**src/rtl/seq_frame_pkg.sv**
```systemverilog
// Shared definitions for the 10010 serial frame transmitter.
//   SYNC_W / SYNC_WORD : sync pattern that precedes every payload (sent MSB first)
//   frame_state_e      : transmitter state encoding (IDLE/SYNC/DATA/GAP = 00/01/10/11)
//   cnt_width()        : width of the shared bit/gap counter for a given configuration
package seq_frame_pkg;

  localparam int                SYNC_W    = 5;
  localparam logic [SYNC_W-1:0] SYNC_WORD = 5'b10010;

  typedef enum logic [1:0] {
    IDLE = 2'b00,
    SYNC = 2'b01,
    DATA = 2'b10,
    GAP  = 2'b11
  } frame_state_e;

  // The counter is always loaded with (length - 1), so clog2 of the largest
  // length is enough to hold every load value without wrapping.
  function automatic int cnt_width(input int payload_w, input int gap_cycles);
    int m;
    m = payload_w;
    if (gap_cycles > m) m = gap_cycles;
    if (SYNC_W > m)     m = SYNC_W;
    return (m <= 2) ? 1 : $clog2(m);
  endfunction

endpackage

```
**src/rtl/seq_10010_frame_tx_piso.sv**
```systemverilog
// Parallel-in serial-out shift register, MSB first.
//   clk   : clock
//   reset : asynchronous active-low reset, clears the register
//   load  : capture din (has priority over shift)
//   shift : move every bit one place towards the MSB, zero-filling the LSB
//   din   : parallel word to capture
//   msb   : current most significant bit (next bit to be sent)
module piso_shift_reg #(
  parameter int W = 8
) (
  input  logic         clk,
  input  logic         reset,
  input  logic         load,
  input  logic         shift,
  input  logic [W-1:0] din,
  output logic         msb
);

  logic [W-1:0] data_reg;

  always_ff @(posedge clk or negedge reset) begin
    if (!reset) begin
      data_reg <= '0;
    end else if (load) begin
      data_reg <= din;
    end else if (shift) begin
      data_reg <= data_reg << 1;
    end
  end

  assign msb = data_reg[W-1];

endmodule

```
**src/rtl/seq_10010_frame_tx.sv**
```systemverilog
// Serial frame transmitter: accepts a payload word over valid/ready and sends
// sync word 10010, then the payload (both MSB first), then GAP_CYCLES zeros.
//   clk         : clock, all state changes on the rising edge
//   reset       : asynchronous active-low reset
//   in_data     : payload word, captured when in_valid & in_ready
//   in_valid    : in_data is valid
//   in_ready    : transmitter is idle and can accept a word this cycle
//   dout        : serial bit stream
//   dout_valid  : dout carries a sync or payload bit
//   frame_start : pulse with the first sync bit
//   frame_done  : pulse with the last payload bit
//   busy        : transmitter is not idle
module seq_10010_frame_tx
  import seq_frame_pkg::*;
#(
  parameter int PAYLOAD_W  = 8,
  parameter int GAP_CYCLES = 2
) (
  input  logic                 clk,
  input  logic                 reset,
  input  logic [PAYLOAD_W-1:0] in_data,
  input  logic                 in_valid,
  output logic                 in_ready,
  output logic                 dout,
  output logic                 dout_valid,
  output logic                 frame_start,
  output logic                 frame_done,
  output logic                 busy
);

  localparam int CNT_W      = cnt_width(PAYLOAD_W, GAP_CYCLES);
  localparam int SYNC_IDX_W = $clog2(SYNC_W);

  if (PAYLOAD_W < 1 || PAYLOAD_W > 32) begin : g_bad_payload_w
    $error("seq_10010_frame_tx: PAYLOAD_W must be in 1..32");
  end
  if (GAP_CYCLES < 0 || GAP_CYCLES > 255) begin : g_bad_gap_cycles
    $error("seq_10010_frame_tx: GAP_CYCLES must be in 0..255");
  end

  frame_state_e     state_reg, state_next;
  logic [CNT_W-1:0] cnt_reg, cnt_next;
  logic             dout_reg, dout_next;
  logic             dout_valid_reg, dout_valid_next;
  logic             frame_start_reg, frame_start_next;
  logic             frame_done_reg, frame_done_next;
  logic             busy_reg, busy_next;
  logic             load, shift, payload_msb;

  piso_shift_reg #(
    .W (PAYLOAD_W)
  ) u_payload (
    .clk   (clk),
    .reset (reset),
    .load  (load),
    .shift (shift),
    .din   (in_data),
    .msb   (payload_msb)
  );

  always_ff @(posedge clk or negedge reset) begin
    if (!reset) begin
      state_reg       <= IDLE;
      cnt_reg         <= '0;
      dout_reg        <= 1'b0;
      dout_valid_reg  <= 1'b0;
      frame_start_reg <= 1'b0;
      frame_done_reg  <= 1'b0;
      busy_reg        <= 1'b0;
    end else begin
      state_reg       <= state_next;
      cnt_reg         <= cnt_next;
      dout_reg        <= dout_next;
      dout_valid_reg  <= dout_valid_next;
      frame_start_reg <= frame_start_next;
      frame_done_reg  <= frame_done_next;
      busy_reg        <= busy_next;
    end
  end

  // cnt_reg holds the index of the bit currently on dout (SYNC/DATA) or the
  // number of gap cycles still to follow (GAP).
  always_comb begin
    state_next = state_reg;
    cnt_next   = cnt_reg;
    load       = 1'b0;
    unique case (state_reg)
      IDLE: begin
        if (in_valid) begin
          state_next = SYNC;
          cnt_next   = CNT_W'(SYNC_W - 1);
          load       = 1'b1;
        end
      end
      SYNC: begin
        if (cnt_reg == '0) begin
          state_next = DATA;
          cnt_next   = CNT_W'(PAYLOAD_W - 1);
        end else begin
          cnt_next = cnt_reg - CNT_W'(1);
        end
      end
      DATA: begin
        if (cnt_reg == '0) begin
          if (GAP_CYCLES > 0) begin
            state_next = GAP;
            cnt_next   = CNT_W'(GAP_CYCLES - 1);
          end else begin
            state_next = IDLE;
          end
        end else begin
          cnt_next = cnt_reg - CNT_W'(1);
        end
      end
      GAP: begin
        if (cnt_reg == '0) begin
          state_next = IDLE;
        end else begin
          cnt_next = cnt_reg - CNT_W'(1);
        end
      end
      default: begin
        state_next = IDLE;
        cnt_next   = '0;
      end
    endcase
  end

  // Outputs are registered, so they are decoded from the next state: the bit
  // registered into dout is the one belonging to the cycle being entered.
  // The payload register shifts as its MSB is consumed, so each DATA cycle
  // takes the MSB first and advances the register in the same edge.
  always_comb begin
    dout_next        = 1'b0;
    shift            = (state_next == DATA);
    dout_valid_next  = (state_next == SYNC) || (state_next == DATA);
    frame_start_next = load;
    frame_done_next  = (state_next == DATA) && (cnt_next == '0);
    busy_next        = (state_next != IDLE);
    if (state_next == SYNC) begin
      dout_next = SYNC_WORD[cnt_next[SYNC_IDX_W-1:0]];
    end else if (state_next == DATA) begin
      dout_next = payload_msb;
    end
  end

  assign in_ready    = (state_reg == IDLE);
  assign dout        = dout_reg;
  assign dout_valid  = dout_valid_reg;
  assign frame_start = frame_start_reg;
  assign frame_done  = frame_done_reg;
  assign busy        = busy_reg;

endmodule

```
**config.mk**
```make
export PLATFORM = sky130hd
export DESIGN_NAME = seq_10010_frame_tx
export DESIGN_NICKNAME = d
export VERILOG_FILES = /design/src/rtl/seq_frame_pkg.sv /design/src/rtl/seq_10010_frame_tx_piso.sv /design/src/rtl/seq_10010_frame_tx.sv
export SDC_FILE = /design/constraint.sdc
export NUM_CORES = 1
export LEC_CHECK = 0
export CAP_MARGIN = 20
export CORE_MARGIN = 10
export CORE_UTILIZATION = 30
export CTS_CLUSTER_DIAMETER = 40
export DETAILED_ROUTE_END_ITERATION = 12
export GPL_ROUTABILITY_DRIVEN = 0
export SLEW_MARGIN = 20
export SYNTH_ARGS = -nofsm -noshare
export SYNTH_HDL_FRONTEND = slang
export SYNTH_HIERARCHICAL = 1
export SYNTH_SLANG_ARGS = --single-unit
```
**constraint.sdc**
```tcl
create_clock -name clk -period 2.15 [get_ports clk]
set_input_delay 0.43 -clock clk [delete_from_list [all_inputs] [get_ports clk]]
set_output_delay 0.43 -clock clk [all_outputs]
set_load 0.05 [all_outputs]
```
# Word level (Yosys, flattened, before mapping)
# Memory sizes are Yosys's and may differ from the RTL's.
# Index checks and enable logic that the tools add are counted.
[word_totals]
register_bits = 18
romBits = 8
out_inout_bits = 6
wordCells = 40
n_memories = 1
[op_classes]
n_addsub = 1
magnitude_cmp = 1
n_eq_ne = 5
mux = 17
n_reduce_logical = 7
[memory_table]
columns = ["name", "words", "width", "rd", "rd_ports_with_merged_regs", "write_ports", "line", "rtl"]
rows = [
  ["(no name shown)", 8, 1, 1, 0, 0, "seq_10010_frame_tx.sv:141", "dout_next = SYNC_WORD[cnt_next[SYNC_IDX_W-1:0]];"],
]
[ops]
columns = ["operator", "count"]
rows = [
  ["8-bit two-way mux", 2],
  ["3-bit two-way mux", 4],
  ["3-bit one-hot mux with 4 select lines", 1],
  ["2-bit two-way mux", 4],
  ["2-bit one-hot mux with 4 select lines", 1],
  ["2-bit == test (second input constant)", 3],
  ["3-bit logical NOT", 2],
  ["1-bit two-way mux", 5],
  ["2-bit by 1-bit == test with 1-bit output (second input constant)", 2],
  ["3-bit by 4-bit less-than comparator with 1-bit output (second input constant)", 1],
  ["2-bit nonzero test", 2],
  ["3-bit by 1-bit subtractor with 3-bit output (second input constant)", 1],
  ["2-bit logical NOT", 1],
  ["1-bit logical AND", 1],
  ["1-bit logical OR", 1],
]

# Depth between registers and ports, before layout
# Gate-level depths: netlist of run 1.
[depth]
depth_word = 6
mapped_depth = 9
ltp_nobuf = 9

# Cells and area by module
# Netlist of run 1, hierarchy kept.
[modules_own_cells]
columns = ["module", "instances", "cells_per_inst", "area_each_um2"]
rows = [
  ["seq_10010_frame_tx", 1, 53, 585.6],
  ["piso_shift_reg", 1, 34, 369.1],
]

# Worst setup path before layout of run 1
# Ideal clock, no wire load.
[synth_timing]
path_type = "register to register"
from = "register cnt_reg[0]"
to = "register u_payload.data_reg[1]"
arrival_ns = 1.706
t_required_ns = 2.022
setup_slack_ns = 0.317
path_stages_with_launch = 10
n_path_buf = 1
path_cell_list = "dfrtp_1 > inv_1 > ha_1 > nand2b_4 > a21oi_1 > o21ai_0 > ha_1 > buf_6 > mux2i_1 > o21ai_1"
[synth_between]
elab_chain_cells = 5
word_cells_on_any_way = 7
cone_classes = "eq/ne (1); mux (4); reduce/logical (2)"
[synth_lines]
columns = ["element", "line", "rtl"]
rows = [
  ["start, declared", "seq_10010_frame_tx.sv:42", "logic [CNT_W-1:0] cnt_reg, cnt_next;"],
  ["start signal, assigned", "seq_10010_frame_tx.sv:72", "cnt_reg <= cnt_next;"],
  ["3-bit logical NOT (*)", "seq_10010_frame_tx.sv:96, seq_10010_frame_tx.sv:104, seq_10010_frame_tx.sv:116", ""],
  ["2-bit two-way mux, on equally long branches", "seq_10010_frame_tx.sv:116, seq_10010_frame_tx.sv:96, seq_10010_frame_tx.sv:104", ""],
  ["2-bit one-hot mux with 4 select lines (*)", "seq_10010_frame_tx.sv:87", "unique case (state_reg)"],
  ["2-bit == test (*)", "seq_10010_frame_tx.sv:135", "shift = (state_next == DATA);"],
  ["net shift", "seq_10010_frame_tx.sv:48", "logic load, shift, payload_msb;"],
  ["2-bit nonzero test (no source line) (*)", "--", ""],
  ["end signal, assigned", "seq_10010_frame_tx_piso.sv:25", "data_reg <= din;"],
  ["end signal, assigned", "seq_10010_frame_tx_piso.sv:27", "data_reg <= data_reg << 1;"],
  ["end, declared", "seq_10010_frame_tx_piso.sv:19", "logic [W-1:0] data_reg;"],
]
# The timed path passes the listed nets; every way through them passes the cells marked *.
# A chain may end at the register's enable or synchronous reset.

# Final worst setup path of run 1
[layout_timing]
from = "register cnt_reg[0]"
to = "register u_payload.data_reg[4]"
[layout_between]
elab_chain_cells = 5
word_cells_on_any_way = 7
cone_classes = "eq/ne (1); mux (4); reduce/logical (2)"
[layout_lines]
columns = ["element", "line", "rtl"]
rows = [
  ["3-bit logical NOT (*)", "seq_10010_frame_tx.sv:96, seq_10010_frame_tx.sv:104, seq_10010_frame_tx.sv:116", ""],
  ["2-bit two-way mux, on equally long branches", "seq_10010_frame_tx.sv:116, seq_10010_frame_tx.sv:96, seq_10010_frame_tx.sv:104", ""],
  ["2-bit one-hot mux with 4 select lines (*)", "seq_10010_frame_tx.sv:87", ""],
  ["net state_next[1]", "seq_10010_frame_tx.sv:41", "frame_state_e state_reg, state_next;"],
  ["2-bit == test (*)", "seq_10010_frame_tx.sv:135", ""],
  ["net shift", "seq_10010_frame_tx.sv:48", ""],
  ["2-bit nonzero test (no source line) (*)", "--", ""],
]
# Marks and branches as above.

==> flow_summary.ini, run 1 <==
[drt]
drc = 0
dr.pass1.iters = 4
num_vias = 655
wl_um = 1730
drtAntennaViolNets = 0
viasPerCell = 4.31
drt_iter0_markers = 5
wl_per_cell_um = 11.4

[hold_path]
hold_path_class = input port to async pin

[sta]
maxSlewViolCount = 0
slew_headroom_pct = 66.3
rsz0062_at_grt = false
tightest_slew_ns = 0.504
fmax_ghz = 0.512
tns_ns = 0
setup_violations = 0
setup_ws_ns = 0.197
final_period_minus_worst_setup_slack_ns = 1.95
min_period_over_period_pct = 90.9
hold_viol = 0
worst_hold_slack_ns = 0.463
skew_ns = 0.00114

[power_and_ir_drop]
leakage_uw = 0.000518
peakVddDrop_mv = 0.357
p_per_area_nw_per_um2 = 1430

[finish]
fin_nets = 126
drive_above_1_share_pct = 18.5
nFillCells = 314
largest_reg_flops = 8
multiInputGateArea_sq_um = 450
final_common_cell = dfrtp_1
n_antenna_cell = 0
regArea_sq_um = 450
stdcell_area_sq_um = 1230
syn2layout_area_growth_pct = 28.4
final_cell_mix = dfrtp_1, clkdlybuf4s50_1, nand2_1, mux2i_1

[critical_path]
cp_max_fo = 10
endpoint_kind = flop
cp_slowest_cell = dfrtp_1
crit_chain = inv_1 -> ha_2 -> nand3b_1 -> xor2_2 -> inv_1 -> ha_1 -> buf_12 -> mux2i_1 -> o21ai_1
reg2reg_depth = 9
r2r_end = u_payload/data_reg[4]
worstPathArrival_ns = 2.13
critPathKind = flop to flop
startpoint = cnt_reg[0]
required_ns = 2.32
r2r-start = cnt_reg[0]
max_stage_delay_ns = 0.42
cp-start-kind = flop
r2r_slack_ns = 0.20
crit_path_frequent_cell = inv_1

[clock_network]
cts_tree = done
post_cts.repair.setup_buffers = 0
cts_root_buffer = clkbuf_4
cts_resized = 0
holdBufCountCts = 0
clk_transition_reported_paths_ns = 0.10
htreeDepth = 1
numCtsBuffers = 3
cts_sinks = 18
cts_buffer_depth = 2
clkLatencyLatePin_ns = 0.28

[global_routing]
grt_overflow = 0
grt_use_total_pct = 6.10
grt_pass1_vias = 734
grt_pass1_wl_um = 3040
grt_max_degree = 19
antenna_found_initial = 0

[synthesis]
syn-instance-count = 87
ys_seq_area_share_pct = 47.2
synth.avg_cell_area_sq_um = 11.0
synth_cell_type_count = 28
yosys_warnings = 6
synth-seq-cells = 18
syn_nets = 104
synth_area_sq_um = 955

[die]
initial_core_util_pct = 31.3
coreArea_sq_um = 3050
dieArea_sq_um = 5840
boundaryPins = 17
die_x_um = 76.4
die_h_um = 76.4
rows = 20

[placement]
dp_hpwl_um = 1370
port_buffers = 16
placedInstanceArea_sq_um = 1180
detailedPlace.worstSlack_ns = 0.0770

[flow_run]
drv_cap = 0

[outcome]
status = finished clean
critical path: cells and delay by family, from the launching register on:
family | cells | cell delay, ns
AND/OR/NAND/NOR | 1 | 0.15
multiplexers | 1 | 0.17
flip-flops | 1 | 0.42
XOR/XNOR | 1 | 0.22
buffers and inverters | 3 | 0.33
adder cells (fa/ha/maj) | 2 | 0.46
AO/OA/AOI/OAI | 1 | 0.09
worst max path at each step:
stage,end,slack [ns]
6_report,u_payload/data_reg[4],0.20
4_1_cts,u_payload/data_reg[4],0.07
3_3_place_gp,u_payload/data_reg[1],0.12
3_5_place_dp,u_payload/data_reg[4],0.08
5_1_grt,u_payload/data_reg[5],0.02
2_1_floorplan,u_payload/data_reg[1],0.32
kinds of logic (layout without fill, tap and decap cells):
| logic type | after synthesis | count (layout) | synth area share [%] |
|---|---|---|---|
| adders and majority gates | 6 | 6 | 7.86 |
| muxes | 8 | 8 | 8.39 |
| AOI/OAI and AO/OA | 19 | 19 | 14.5 |
| xor gates and xnor gates | 1 | 1 | 0.918 |
| and+or+nand+nor | 24 | 24 | 14.4 |
| DFF | 18 | 18 | 47.2 |
| buffers and inverters | 11 | 32 | 6.68 |
report_power, final:
group          internal, uW  total [uW]  switching (uW)
combinational           421         943             522
sequential              486         612             125
clock                   103         203             100
per-stage QoR:
stage / utilization [%] / total power, uW / instances
after floorplan: - / 1320 / 87
after global placement: 38.6 / 1530 / 148
after detailed placement: 38.6 / 1560 / 148
after CTS: 39.8 / 1770 / 152
after global routing: 40.2 / 1910 / 152
final: 40.2 / 1760 / 152
Yosys cell counts:
| cell | n | share of area, % |
|---|---|---|
| o21ai_0 | 2 | 1.0 |
| a2bb2oi_1 | 1 | 0.92 |
| o21ai_1 | 7 | 3.7 |
| inv_1 | 7 | 2.8 |
| a22oi_2 | 1 | 1.3 |
| and2_1 | 1 | 0.66 |
| a221oi_1 | 1 | 0.92 |
| nand2b_1 | 1 | 0.66 |
| nor2_2 | 3 | 2.0 |
| a21oi_2 | 1 | 0.92 |
| nor2b_1 | 1 | 0.66 |
| ha_1 | 6 | 7.9 |
| nor4_1 | 1 | 0.66 |
| xor2_1 | 1 | 0.92 |
| nand3b_1 | 1 | 0.79 |
| nand2b_4 | 1 | 1.4 |
| buf_4 | 2 | 1.6 |
| nor2_1 | 3 | 1.2 |
| a21o_1 | 1 | 0.79 |
| nor3_1 | 1 | 0.52 |
| mux2i_1 | 8 | 8.4 |
| nor3_2 | 1 | 1.0 |
| buf_6 | 2 | 2.4 |
| dfrtp_1 | 18 | 47 |
| and4bb_1 | 1 | 1.3 |
| a2111oi_4 | 1 | 2.9 |
| nand2_1 | 9 | 3.5 |
| a21oi_1 | 4 | 2.1 |
layer usage:
metal / vias to the layer above / part of all wire [%] / track usage [%]
met4: 0 / 0 / 2.23
met3: 0 / 6.1 / 2.12
met1: 306 / 47 / 6.92
met5: - / 0 / 0
li1: 336 / - / -
met2: 13 / 47 / 10.3
area by class of cell:
type	count	area share (%)
sequential	18	36.7
multi-input combinational	58	36.7
timing repair buffer	21	16.9
tap	44	4.49
clock buffer	4	2.96
inverter	7	2.14
Note: power is estimated with default switching activity, not from simulation.
==> run 2, diff against run 1 <==
- CORE_ASPECT_RATIO: default -> 0.8
==> run 2 against run 1 <==
Largest power group unchanged; via count is 2.6% higher; clock-buffer cell count stayed put; combinational power is 1% higher; critical path type unchanged; register-to-register slack barely moved; routed wire length grew 1.3%.
==> flow_summary.ini, run 2 (same netlist as run 1, synthesis figures left out) <==
[sta]
fmax_ghz = 0.513
worst_hold_slack_ns = 0.503
slew_headroom_pct = 66.6
hold_viol = 0
rsz0062_at_grt = false
tightest_slew_ns = 0.499
skew_ns = 0.00175
maxSlewViolCount = 0
tns_ns = 0
setup_violations = 0
min_period_over_period_pct = 90.7
final_period_minus_worst_setup_slack_ns = 1.95

[clock_network]
cts_buffer_depth = 2
clk_transition_reported_paths_ns = 0.07
numCtsBuffers = 3
htreeDepth = 1
post_cts.repair.setup_buffers = 0
holdBufCountCts = 0
cts_root_buffer = clkbuf_8
clkLatencyLatePin_ns = 0.25
cts_resized = 0
cts_tree = done
cts_sinks = 18

[global_routing]
grtUsageMet1_pct = 6.87
grt_pass1_vias = 711
grt_pass1_wl_um = 3080
grt_overflow = 0
grt_most_used_layer = met2
grt_use_total_pct = 6.12
antenna_found_initial = 0
grt_util_met2_pct = 10.1
met3_usage_pct = 2.55
grt_max_degree = 19

[finish]
drive_above_1_share_pct = 17.4
n_antenna_cell = 0
final_cell_mix = dfrtp_1, clkdlybuf4s50_1, nand2_1, mux2i_1
fin_nets = 127
largest_reg_flops = 8
syn2layout_area_growth_pct = 29.6
final_common_cell = dfrtp_1
stdcell_area_sq_um = 1240
utilization_pct = 40.4

[placement]
port_buffers = 16
dp_hpwl_um = 1390
placedInstanceArea_sq_um = 1180

[power_and_ir_drop]
p_per_area_nw_per_um2 = 1480
peakVddDrop_mv = 0.644
switching_power_uw = 752
pwr-share-seq_pct = 33.2
sw_frac_of_total_pct = 41.0
clkPwrFrac_pct = 14.9
leakage_uw = 0.000531
p_int_uw = 1080
p_comb_share_pct = 51.9

[drt]
wl_per_cell_um = 11.8
wl_um = 1750
drt_iter0_markers = 30
drc = 0
dr.pass1.iters = 3
drtAntennaViolNets = 0
num_vias = 672
viasPerCell = 4.51

[die]
rows = 18
dieArea_sq_um = 5850
coreArea_sq_um = 3060
die_h_um = 70.5
boundaryPins = 17
die_x_um = 83.1
initial_core_util_pct = 31.2

[critical_path]
cp_max_fo = 10
cp-start-kind = flop
r2r_slack_ns = 0.20
reg2reg_depth = 9
worstPathArrival_ns = 2.08
endpoint_kind = flop
startpoint = cnt_reg[0]
r2r_end = u_payload/data_reg[1]
critPathKind = flop to flop
r2r-start = cnt_reg[0]
required_ns = 2.28

[flow_run]
drv_cap = 0

[outcome]
status = finished clean

[hold_path]
hold_path_class = input port to async pin
run 2: cell count changes in the layout (fill, tap and decap cells not counted):
cell      before  now
xor2_1         0    1
xor2_2         1    0
ha_1           5    6
clkbuf_4       3    0
buf_4          5    6
ha_2           1    0
clkbuf_8       1    4
run 2: how the worst max path moves through the flow:
stage | end | slack, ns
finish | u_payload/data_reg[1] | 0.20
global route | u_payload/data_reg[2] | 0.03
CTS | u_payload/data_reg[1] | 0.17
detailed placement | u_payload/data_reg[1] | 0.09
global placement | u_payload/data_reg[5] | 0.15
floorplan | u_payload/data_reg[1] | 0.32
run 2: power by group through the flow:
stage	Clock (uW)	Combinational [uW]	Sequential [uW]
after floorplan	0	653	667
after global placement	0	948	617
after detailed placement	0	963	615
after CTS	282	969	610
after global routing	301	1060	634
final	273	952	609
run 2: stage by stage:
stage | instances | setup WS (ns) | total power, uW
3_5_place_dp | 145 | 0.0885 | 1580
3_3_place_gp | 145 | 0.151 | 1570
5_1_grt | 149 | 0.0296 | 1990
6_report | 149 | 0.200 | 1830
2_1_floorplan | 87 | 0.317 | 1320
4_1_cts | 149 | 0.169 | 1860
run 2: layer usage:
layer	vias up	share of wire, %
met5	-	0
met4	0	1.2
met3	2	4.4
met2	10	48
met1	318	47
li1	342	-
run 2: area by class of cell:
| type | instances | area (sq um) |
|---|---|---|
| fill | 310 | 1830 |
| timing repair buffer | 22 | 215 |
| clock buffer | 4 | 55.1 |
| tap | 40 | 50.0 |
| multi-input combinational | 58 | 440 |
| sequential | 18 | 450 |
| inverter | 7 | 26.3 |
run 2: critical path, stage by stage, from the launching register on:
cell,delay [ns]
dfrtp_1,0.37
inv_1,0.07
ha_1,0.27
nand2b_4,0.13
a21oi_1,0.07
o21ai_0,0.27
ha_1,0.25
buf_12,0.14
mux2i_1,0.18
o21ai_1,0.08
